--- config.mk ---
export PLATFORM = sky130hd
export DESIGN_NAME = param_seq_detector
export DESIGN_NICKNAME = d
export VERILOG_FILES = /design/src/rtl/param_seq_detector.sv
export SDC_FILE = /design/constraint.sdc
export NUM_CORES = 1
export LEC_CHECK = 0
export CAP_MARGIN = 20
export CORE_MARGIN = 5
export CORE_UTILIZATION = 46
export DETAILED_ROUTE_END_ITERATION = 12
export GPL_ROUTABILITY_DRIVEN = 0
export PLACE_DENSITY = 0.86
export SLEW_MARGIN = 20
export SYNTH_ARGS = -nofsm -noshare
export SYNTH_HDL_FRONTEND = slang
export SYNTH_SLANG_ARGS = --single-unit
--- constraint.sdc ---
create_clock -name clk -period 3.9 [get_ports clk]
set_clock_uncertainty 0.2 [all_clocks]
set_input_delay 1.17 -clock clk [delete_from_list [all_inputs] [get_ports clk]]
set_output_delay 1.17 -clock clk [all_outputs]
set_load 0.01 [all_outputs]
--- src/rtl/param_seq_detector.sv ---
// Serial pattern detector: run-time loadable PAT_W-bit pattern, overlap/non-overlap
// mode, stall enable, zero-latency Mealy match plus registered copy and saturating count.
module param_seq_detector #(
  parameter int                 PAT_W   = 4,
  parameter logic [PAT_W-1:0]   PAT_RST = 4'b1011,
  parameter int                 CNT_W   = 8
) (
  input  logic             clk,
  input  logic             rst_n,
  input  logic             en,
  input  logic             din,
  input  logic             overlap,
  input  logic             pat_load,
  input  logic [PAT_W-1:0] pat_in,
  input  logic             cnt_clr,
  output logic             dout,
  output logic             dout_q,
  output logic [CNT_W-1:0] match_cnt,
  output logic [PAT_W-1:0] pattern
);

  localparam int               FILL_W   = (PAT_W > 2) ? $clog2(PAT_W) : 1;
  localparam logic [FILL_W-1:0] FILL_MAX = FILL_W'(PAT_W - 1);

  logic [PAT_W-2:0]  r_hist;
  logic [FILL_W-1:0] r_fill;
  logic [PAT_W-1:0]  r_pattern;
  logic              r_dout_q;
  logic [CNT_W-1:0]  r_cnt;

  logic [PAT_W-1:0]  w_window;
  logic              w_match;

  function automatic logic [CNT_W-1:0] sat_inc(input logic [CNT_W-1:0] v);
    return (&v) ? v : v + CNT_W'(1);
  endfunction

  function automatic logic [FILL_W-1:0] fill_inc(input logic [FILL_W-1:0] v);
    return (v == FILL_MAX) ? FILL_MAX : v + FILL_W'(1);
  endfunction

  // The window is the stored history with the current bit appended as LSB.
  assign w_window = {r_hist, din};
  assign w_match  = rst_n & en & ~pat_load & (r_fill == FILL_MAX) & (w_window == r_pattern);

  always_ff @(posedge clk or negedge rst_n) begin
    if (!rst_n) begin
      r_hist    <= '0;
      r_fill    <= '0;
      r_pattern <= PAT_RST;
      r_dout_q  <= 1'b0;
      r_cnt     <= '0;
    end else begin
      r_dout_q <= w_match;

      if (cnt_clr)
        r_cnt <= '0;
      else if (w_match)
        r_cnt <= sat_inc(r_cnt);

      // A load flushes history so the new pattern never matches against stale bits.
      if (pat_load) begin
        r_pattern <= pat_in;
        r_hist    <= '0;
        r_fill    <= '0;
      end else if (en) begin
        if (w_match && !overlap) begin
          r_hist <= '0;
          r_fill <= '0;
        end else begin
          r_hist <= w_window[PAT_W-2:0];
          r_fill <= fill_inc(r_fill);
        end
      end
    end
  end

  assign dout      = w_match;
  assign dout_q    = r_dout_q;
  assign match_cnt = r_cnt;
  assign pattern   = r_pattern;

endmodule

==> flow_metrics.py <==
metrics = {
    "clocking": {
        "clockBufferDepth": 2,
        "cts.sinks": 18,
        "path_clk_slew_ps": 100,
        "numCtsBuffers": 3,
        "cts_tree": "done",
        "clk_latency_ps": 300,
        "cts_root_buf": "clkbuf_4",
        "htree_levels": 1,
    },
    "sta": {
        "setup_viol_count_final": 0,
        "max_freq_mhz": 265,
        "finalCritPeriodShare": 0.966,
        "post-route-min-period_ps": 3770,
        "whs_ps": 339,
        "finalHoldViolations": 0,
        "slew_headroom": 0.372,
        "worst_slew_pin_slew_ps": 939,
        "rsz0062_at_grt": "false",
        "slew_violations": 0,
    },
    "power_and_ir_drop": {
        "p_switching_uw": 92.4,
        "p_clk_frac": 0.309,
        "p_sw_frac": 0.245,
        "powerDensity_nw_per_um2": 301,
        "irDropWorstVdd_v": 0.000201,
        "p_int_uw": 284,
        "seqPwrFrac": 0.538,
        "p_leak_nw": 0.498,
        "p_comb_frac": 0.153,
        "power_uw": 376,
    },
    "critical_path": {
        "max_stage_delay_ps": 560,
        "reg2reg_depth": 5,
        "setup.worst_path.end_class": "output port",
        "required_ps": 2530,
        "slowest_stage": "or4_4",
        "cp-start-kind": "input port",
        "crit_chain": "clkdlybuf4s50_1, or4_4, nor2_4, buf_6",
        "arrival_ps": 2400,
        "crit_cells": 4,
        "cp_max_fo": 2,
        "crit_type": "in -> out",
        "crit_buf_inv": 2,
        "cp_top_family": "simple AND/OR/NAND/NOR gates",
    },
    "grt": {
        "grt_max_degree": 19,
        "grt_pass1_wl_mm": 3.30,
        "globalRouteOverflowTotal": 0,
        "grt_pass1_vias": 760,
        "antenna_found_initial": 0,
        "grt_usage": 0.156,
    },
    "placed_design": {
        "port_buffers": 24,
        "place_hpwl_mm": 1.49,
        "placed_cells": 136,
        "place_area_um2": 1200,
    },
    "layout": {
        "finalNonFillerCells": 140,
        "drive_above_1_share": 0.204,
        "n_antenna_cell": 0,
        "seq_area_um2": 454,
        "finalInstanceArea_um2": 1250,
        "fill_cells": 159,
        "final_util": 0.650,
        "final_nets": 126,
        "syn2layout_area_growth_pct": 36.5,
        "multi_input_area_um2": 434,
    },
    "run_status": {
        "run_status": "finished, final reports clean",
    },
    "floorplan": {
        "ios": 25,
        "core_um2": 1920,
        "die_height_um": 54.6,
        "initial_core_util": 0.477,
        "die_w_um": 54.6,
        "die_area_um2": 2980,
        "fp-row-count": 16,
    },
    "synthesis": {
        "yosys.cell_count.top_type": "dfrtp_1",
        "synth_compound_area_frac": 0.120,
        "ys_warn_count": 0,
        "synth_top_family_by_area": "simple AND/OR/NAND/NOR gates",
        "syn_area_per_cell_um2": 10.9,
        "yosysUniqueCellTypes": 28,
        "async_reset_ff_frac": 1.00,
        "ys_seq_elements": 18,
        "synth_edf_count": 0,
        "synthFlopType": "dfrtp_1",
        "synth_top_area_cell": "dfrtp_1",
        "syn-num-nets": 96,
        "synth.top_cell.area_share": 0.410,
        "synth_xor_area_frac": 0.0383,
        "seq_area_frac_synth": 0.496,
        "yosys.area_share.simple": 0.204,
        "synth_cells": 84,
        "synth_top_cells_by_count": "dfrtp_1 (15), a21oi_1 (6), mux2_2 (6), nor2_1 (5)",
        "syn-cell-area_um2": 916,
        "synth_area_leaders": "dfrtp_1 (41%), dfstp_2 (8.6%), mux2_2 (7.4%)",
        "yosys-mux-area-fraction": 0.0861,
        "synth_fa_ha_area_frac": 0.0137,
    },
    "detailed_routing": {
        "wl_per_cell_um": 14.0,
        "drc_errors": 0,
        "drtAntennaViolNets": 0,
        "vias": 755,
        "firstDrtPassIters": 4,
        "routed_wl_mm": 1.97,
        "viasPerCell": 5.39,
        "drtIter0Drc": 6,
    },
    "job": {
        "cap_violations": 0,
    },
    "min_path": {
        "hold_depth": 1,
        "worstHoldPathType": "reg -> reg",
    },
}
[cell type report]
cell class / instances / area share
Timing Repair Buffer: 30 / 0.227
Sequential cell: 18 / 0.363
Multi-Input combinational cell: 59 / 0.347
Inverter: 2 / 0.00601
Clock buffer: 4 / 0.0290
Tap cell: 27 / 0.0270
[routing by layer]
layer | share of wire | global-route usage
met4 | 0.020 | 0.0830
met2 | 0.48 | 0.250
met3 | 0.050 | 0.0381
met1 | 0.44 | 0.192
met5 | 0 | 0
[registers in the layout, summed over array words and instances (netlist names)]
signal,cells
r_fill,2
match_cnt,8
dout_q,1
r_hist,3
pattern,4
[through the flow]
step                      TNS [ps]  setup WS, ps
after floorplan                  0           242
after global placement        -458          -458
after detailed placement      -509          -509
after CTS                        0           126
after global routing             0          87.0
final                            0           131
[placed cells by master (no fill, tap or decap), drive strengths merged, types with 3 or more instances in the layout]
| cell type | count |
|---|---|
| mux2 | 7 |
| nand3 | 4 |
| clkdlybuf4s50 | 21 |
| or3 | 3 |
| or4 | 4 |
| nor2b | 4 |
| nor4 | 3 |
| dfrtp | 15 |
| dfstp | 3 |
| nor2 | 5 |
| nand2 | 3 |
| o31ai | 3 |
| a32o | 4 |
| buf | 7 |
| a21oi | 6 |
| clkbuf | 4 |
[what timing repair did]
item	CTS	global route
setup buffers	0	0
setup endpoints to repair	1	0
gates resized for setup	10	0
hold buffers	0	0
[power groups by stage]
stage	sequential [mW]	clock [mW]	combinational (mW)
4_1_cts	0.202	0.121	0.0582
3_3_place_gp	0.206	0	0.0563
2_1_floorplan	0.207	0	0.0230
3_5_place_dp	0.206	0	0.0577
5_1_grt	0.204	0.128	0.0626
6_report	0.202	0.116	0.0577
[worst paths after layout]
check	slack, ps	start	endpoint
min in group asynchronous	800	rst_n	match_cnt[1]$_DFFE_PN0P_
worst max-delay path	130	pat_load	dout
max in group asynchronous	2440	rst_n	pattern[3]$_DFFE_PN1P_
worst min register to register	340	r_hist[2]$_DFFE_PN0P_	r_hist[2]$_DFFE_PN0P_
worst max register to register	1620	pattern[2]$_DFFE_PN0P_	match_cnt[6]$_DFFE_PN0P_
worst min-delay path	340	r_hist[2]$_DFFE_PN0P_	r_hist[2]$_DFFE_PN0P_
[logic make-up (layout without fill, tap and decap cells)]
logic type	count (synthesis)	after routing
buffers and inverters	7	36
multiplexers	7	7
XOR/XNOR	4	4
flip-flops	18	18
adder cells (fa/ha/maj)	1	1
AND/OR/NAND/NOR	31	31
AO/OA/AOI/OAI	16	16
Note: power is estimated with default switching activity, not from simulation.
